File: src/rtl/imem_load_ctrl.sv
// imem_load_ctrl: receives program bytes from a serial-to-parallel source and
// writes them into instruction memory. The RISC-V core is held in reset until
// the load completes.
// Optional feature: define LOAD_CHECKSUM_EN to keep an XOR checksum and accept a
// trailer byte that must match it. When the macro is undefined, err is tied to 0.
module imem_load_ctrl #(
    parameter int unsigned    m         = 32,
    parameter logic [m-1:0]   BASE_ADDR = '0
) (
    input  logic         clk,
    input  logic         rst,
    input  logic         start,
    input  logic [m-1:0] len_bytes,
    input  logic         d_valid,
    input  logic [7:0]   data_in,
    output logic         w_en_to_imem,
    output logic         grant,
    output logic [7:0]   out_data_imem,
    output logic [m-1:0] to_imem_addr,
    output logic         busy,
    output logic         done,
    output logic         err,
    output logic         cpu_rst
);

    typedef enum logic [2:0] {IDLE, LOAD, WRITE, GAP, DONE, ERR} state_t;

    state_t       state;
    logic [m-1:0] remaining;

`ifdef LOAD_CHECKSUM_EN
    logic [7:0] checksum;
    logic       trailer;
    logic       trailer_ok;

    // Load sequencer with checksum trailer; every output is registered.
    always_ff @(posedge clk) begin
        if (rst) begin
            state         <= IDLE;
            remaining     <= '0;
            checksum      <= '0;
            trailer       <= 1'b0;
            trailer_ok    <= 1'b0;
            w_en_to_imem  <= 1'b0;
            grant         <= 1'b0;
            out_data_imem <= '0;
            to_imem_addr  <= BASE_ADDR;
            busy          <= 1'b0;
            done          <= 1'b0;
            err           <= 1'b0;
            cpu_rst       <= 1'b1;
        end else begin
            case (state)
                IDLE, DONE, ERR: begin
                    if (start) begin
                        remaining    <= len_bytes;
                        to_imem_addr <= BASE_ADDR;
                        checksum     <= '0;
                        // An empty payload goes straight to the trailer byte.
                        trailer      <= (len_bytes == '0);
                        done         <= 1'b0;
                        err          <= 1'b0;
                        cpu_rst      <= 1'b1;
                        busy         <= 1'b1;
                        state        <= LOAD;
                    end
                end
                LOAD: begin
                    if (d_valid) begin
                        out_data_imem <= data_in;
                        w_en_to_imem  <= ~trailer;
                        grant         <= 1'b1;
                        state         <= WRITE;
                    end
                end
                WRITE: begin
                    w_en_to_imem <= 1'b0;
                    grant        <= 1'b0;
                    state        <= GAP;
                    if (trailer) begin
                        trailer_ok <= (out_data_imem == checksum);
                    end else begin
                        to_imem_addr <= to_imem_addr + m'(1);
                        remaining    <= remaining - m'(1);
                        checksum     <= checksum ^ out_data_imem;
                    end
                end
                GAP: begin
                    if (!d_valid) begin
                        if (trailer) begin
                            busy <= 1'b0;
                            if (trailer_ok) begin
                                done    <= 1'b1;
                                cpu_rst <= 1'b0;
                                state   <= DONE;
                            end else begin
                                err   <= 1'b1;
                                state <= ERR;
                            end
                        end else begin
                            trailer <= (remaining == '0);
                            state   <= LOAD;
                        end
                    end
                end
                default: state <= IDLE;
            endcase
        end
    end
`else
    assign err = 1'b0;

    // Load sequencer without checksum; every output is registered.
    always_ff @(posedge clk) begin
        if (rst) begin
            state         <= IDLE;
            remaining     <= '0;
            w_en_to_imem  <= 1'b0;
            grant         <= 1'b0;
            out_data_imem <= '0;
            to_imem_addr  <= BASE_ADDR;
            busy          <= 1'b0;
            done          <= 1'b0;
            cpu_rst       <= 1'b1;
        end else begin
            case (state)
                IDLE, DONE, ERR: begin
                    if (start) begin
                        remaining    <= len_bytes;
                        to_imem_addr <= BASE_ADDR;
                        if (len_bytes == '0) begin
                            done    <= 1'b1;
                            cpu_rst <= 1'b0;
                            busy    <= 1'b0;
                            state   <= DONE;
                        end else begin
                            done    <= 1'b0;
                            cpu_rst <= 1'b1;
                            busy    <= 1'b1;
                            state   <= LOAD;
                        end
                    end
                end
                LOAD: begin
                    if (d_valid) begin
                        out_data_imem <= data_in;
                        w_en_to_imem  <= 1'b1;
                        grant         <= 1'b1;
                        state         <= WRITE;
                    end
                end
                WRITE: begin
                    w_en_to_imem <= 1'b0;
                    grant        <= 1'b0;
                    to_imem_addr <= to_imem_addr + m'(1);
                    remaining    <= remaining - m'(1);
                    state        <= GAP;
                end
                GAP: begin
                    // Wait for the source to drop d_valid so a held byte is written once.
                    if (!d_valid) begin
                        if (remaining == '0) begin
                            busy    <= 1'b0;
                            done    <= 1'b1;
                            cpu_rst <= 1'b0;
                            state   <= DONE;
                        end else begin
                            state <= LOAD;
                        end
                    end
                end
                default: state <= IDLE;
            endcase
        end
    end
`endif

endmodule
File: config.mk
export PLATFORM = sky130hd
export DESIGN_NAME = imem_load_ctrl
export DESIGN_NICKNAME = d
export VERILOG_FILES = /design/src/rtl/imem_load_ctrl.sv
export SDC_FILE = /design/constraint.sdc
export NUM_CORES = 1
export LEC_CHECK = 0
export ABC_AREA = 1
export CELL_PAD_IN_SITES_DETAIL_PLACEMENT = 2
export CELL_PAD_IN_SITES_GLOBAL_PLACEMENT = 2
export CORE_MARGIN = 2
export CORE_UTILIZATION = 34
export CTS_BUF_LIST = sky130_fd_sc_hd__clkbuf_4
export CTS_CLUSTER_DIAMETER = 40
export DETAILED_ROUTE_END_ITERATION = 8
export DONT_BUFFER_PORTS = 1
export HOLD_SLACK_MARGIN = 0.03
export PLACE_DENSITY_LB_ADDON = 0.2
export SYNTH_ARGS = -nofsm -noshare
export SYNTH_HDL_FRONTEND = slang
export SYNTH_SLANG_ARGS = --single-unit
File: constraint.sdc
create_clock -name clk -period 2.1 [get_ports clk]
set_clock_uncertainty 0.05 [all_clocks]
set_input_delay 0.21 -clock clk [delete_from_list [all_inputs] [get_ports clk]]
set_output_delay 0.21 -clock clk [all_outputs]
set_load 0.01 [all_outputs]
* Word level (Yosys, flattened, before mapping) *
Index checks and enable logic that the tools add are counted.

storage, ports and cells
  flip-flop bits (word level) = 79
  input bits = 44
  word-level logic and storage cells = 53

operators by class
  add/sub/neg operators = 2
  eq/ne operators = 9
  multiplexer cells = 22
  reduce and logical (&&, ||, !) cells = 12

operators by type and width
  kind                                                 count
  case mux 32 bit (2 select lines)                     2
  zero test 32 bit                                     2
  2-to-1 mux 32 bit                                    2
  adder 32 x 1 -> 32 bit, second input constant        1
  subtractor 32 x 1 -> 32 bit, second input constant   1
  2-to-1 mux 3 bit                                     5
  case mux 3 bit (4 select lines)                      1
  2-to-1 mux 1 bit                                     9
  != test 2 bit, second input constant                 4
  equality test 3 x 2 -> 1 bit, second input constant  2
  equality test 3 bit, second input constant           2
  case mux 1 bit (2 select lines)                      3
  AND reduction 2 bit                                  3
  nonzero test 2 bit                                   3
  AND reduction 4 bit                                  1
  equality test 3 x 1 -> 1 bit, second input constant  1
  zero test 3 bit                                      1
  AND reduction 3 bit                                  1
  OR reduction 3 bit                                   1

* Logic depth before layout (Yosys ltp) *
  depth in word-level cells = 4
  depth in mapped cells = 13

* Worst setup path before layout *
No wires, ideal clock.

  path kind = register to register
  from = reg remaining[0]
  to = reg remaining[8]
  data arrival time = 1.457 ns
  path slack = 0.466 ns
  stages on the path, launching flop included = 10
  period minus slack after synthesis = 1.634 ns
  path through = dfxtp_1 inv_1 ha_1 nand2_1 nor2_1 inv_1 nor3_1 o21ai_0 a21oi_1 nor2_1

on the way
  longest elaborated chain between the ends = 2

ends and longest elaborated chain
  element                           RTL line  RTL
  start: declaration                29        logic [m-1:0] remaining;
  start signal: assignment          129       remaining <= len_bytes;
  start signal: assignment          156       remaining <= remaining - m'(1);
  subtractor 32 x 1 -> 32 bit       156
  case mux 32 bit (2 select lines)  126       case (state)

No other way between the ends.
A chain may end at the register's enable or synchronous reset.

* Final worst setup path *
  from = reg state[1]
  to = reg remaining[7]

on the way
  longest elaborated chain between the ends = 4

ends and longest elaborated chain
  element                                                               RTL line  RTL
  start: declaration                                                    28        state_t state;
  start signal: assignment                                              116       state <= IDLE;
  start signal: assignment                                              135       state <= DONE;
  start signal: assignment                                              140       state <= LOAD;
  equality test 3 bit or zero test 3 bit (tied branches)                126
  OR reduction 3 bit                                                    126
  != test 2 bit (no source line) or nonzero test 2 bit (tied branches)  n/a
  AND reduction 2 bit (no source line)                                  n/a

Parallel ways exist; a longest one is shown, timed or not.

==> run metrics <==
I/O Buffers=0; Data required, critical path=2.44 ns; Tmin final=2.00 ns; clock buffer depth=2; # IOs=90; Peak VDD IR=406 µV; Post-Syn Area=4720 µm²; Post-synth EDFFs=0; Post-DRT Antenna Nets=0; pwr dens=1010 nW/µm²; Synth area leader=dfxtp_1; initial DRC count=161; crit path DAT=2.34 ns; Worst Hold Class=in -> reg; Slew @ Worst Pin=0.547 ns; area grow syn2layout=19.2%; cells after synthesis=780; chip height=122 µm; hold slack=0.151 ns; DR pass1 iterations=4; crit path max fanout=45; Total GRT Usage=0.277; ranking of synthesized cells by area=dfxtp_1 (34%), nand2_1 (16%), nor2_1 (12%); WL per Instance=19.7 µm; die width=122 µm; core footprint=13700 µm²; sequential share of the synthesized area=0.335; non-filler cells, final=1016; DRC=0; diodes inserted=0; status=complete, no violations; cts bufs inserted=9; most common cell in the netlist=nand2_1; final instance area=5630 µm²; H-Tree Depth=3; starting density of the core=0.344; max-cap viol count=0; CTS tree=done; Netlist cell types=38; final hold vios=0; Cell Count Post-Placement=957; endpoints failing setup=0; startpoint types=flop; syn_area_per_cell=6.05 µm²; Total Wirelength=20000 µm; row count=43; Yosys reg bits=79; RSZ-0062 raised after global routing=true; Placer Congestion=0.843; Num Clock Sinks=79; placed instance area=4990 µm²; Worst slew margin=0.635; fmax=500 MHz; Util after Layout=0.410; Reg clk slew, reported paths=0.16 ns; share of cells above drive strength 1=0.0694; Post-synth ARST share=0; yosys warns=0; number of global-route vias before repair=6183; die area=14800 µm²; final global-route overflow total=0; Main synth FF type=dfxtp_1; total power=0.00567 W; fin nets=878; Synthesized Nets=827; latest clock arrival within the worst-skew pair=0.48 ns; Vias/cell=5.33; leak pwr=2.23 nW; Final Max Tran Viols=0; top cell type's share of synthesized area=0.335; initial antenna violation count=0; Critical Path End Type=flop; WS Path Type=reg -> reg; CTS root buf=clkbuf_4; period utilization=0.952; largest net degree at the start of global routing=50; top post-synthesis cells by count=nand2_1 (205), nor2_1 (145), inv_1 (87), dfxtp_1 (79), nand3_1 (54); vias=5419; first-pass GRT wire length=32100 µm; DPL Wire Length=13800 µm
## placed cells by master, fill, tap and decap left out, types with 2 or more instances in the layout
| cell type | count |
|---|---|
| o21ai_1 | 4 |
| dlygate4sd3_1 | 42 |
| dfxtp_1 | 76 |
| nor2_2 | 2 |
| inv_6 | 2 |
| inv_1 | 87 |
| nand2_1 | 204 |
| nor3_2 | 2 |
| ha_1 | 3 |
| a22oi_1 | 2 |
| inv_2 | 4 |
| o211ai_1 | 2 |
| nor2_1 | 142 |
| nand3_1 | 54 |
| a211oi_1 | 5 |
| a21oi_1 | 48 |
| a31oi_1 | 13 |
| xnor2_1 | 2 |
| buf_4 | 20 |
| o22ai_1 | 7 |
| nor2_4 | 2 |
| o311a_1 | 3 |
| o221ai_1 | 2 |
| nor3_1 | 13 |
| nor3_4 | 2 |
| clkinv_4 | 2 |
| clkbuf_4 | 9 |
| nand2_2 | 3 |
| xor2_1 | 8 |
| nand4_1 | 11 |
| clkinv_1 | 2 |
| o21ai_0 | 41 |
| dfxtp_2 | 3 |
| clkinvlp_4 | 2 |
## stage by stage
step	worst slack (ns)	TNS (ns)
final	0.101	0
after detailed placement	-0.0401	-0.0401
after CTS	0.0526	0
after global placement	0.217	0
after floorplan	0.466	0
after global routing	-0.0175	-0.0426
## cell families after synthesis
kind of cell | after synthesis | share of synthesized area
compound gates | 132 | 0.158
xor+xnor | 10 | 0.0186
fa+ha+maj | 3 | 0.00795
buf+inv | 118 | 0.100
flops | 79 | 0.335
other cells | 1 | 0.000795
simple gates | 437 | 0.379
## cell type report
cell class,count,area [µm²]
multi-input combinational,583,2700
timing repair buffer,64,618
fill,1684,8090
tap,180,225
sequential,79,1590
inverter,94,355
clock buffer,9,67.6
clock inverter,7,80.1
## state kept, by name, indices dropped and copies added, names as in the netlist
name	cells
out_data_imem	8
to_imem_addr	32
cpu_rst	1
remaining	32
grant	1
state	3
busy	1
done	1
## worst paths after layout
| check | start | to | slack, ns | cells past startpoint |
|---|---|---|---|---|
| max | state[1] | remaining[7] | 0.10 | 7 |
| min | start | remaining[22] | 0.15 | 4 |
| max reg2reg | state[1] | remaining[7] | 0.10 | 7 |
| min reg2reg | to_imem_addr[0] | to_imem_addr[0] | 0.45 | 1 |
## critical path, cell delays in order, from the launching register on
cell	delay, ns
dfxtp_1	0.47
inv_2	0.10
nor3_4	0.16
buf_4	0.50
nand2_1	0.19
o21ai_0	0.20
a31oi_1	0.07
nor2_1	0.16
## power breakdown
| group | leakage, nW | total, W | switching [W] | internal (W) |
|---|---|---|---|---|
| logic | 1.51 | 0.00263 | 0.00185 | 0.000783 |
| registers | 0.645 | 0.00201 | 0.000279 | 0.00173 |
| clock network | 0.0731 | 0.00103 | 0.000652 | 0.000375 |
| total | 2.23 | 0.00567 | 0.00278 | 0.00289 |
## layer usage
layer | up-vias | wire length [µm] | track usage
li1 | 2617 | - | -
met1 | 2665 | 8170 | 0.310
met2 | 110 | 10700 | 0.528
met3 | 27 | 773 | 0.0501
met4 | 0 | 338 | 0.0826
met5 | - | 0 | 0
## repair_timing
item / CTS / global route
hold buffers: 43 / 0
resized for setup: 1 / 13
setup endpoints to repair: 2 / 16
setup buffers: 0 / 0
endpoints found under the hold margin: 62 / 0
cloned: 0 / 0
Note: power is estimated with default switching activity, not from simulation.
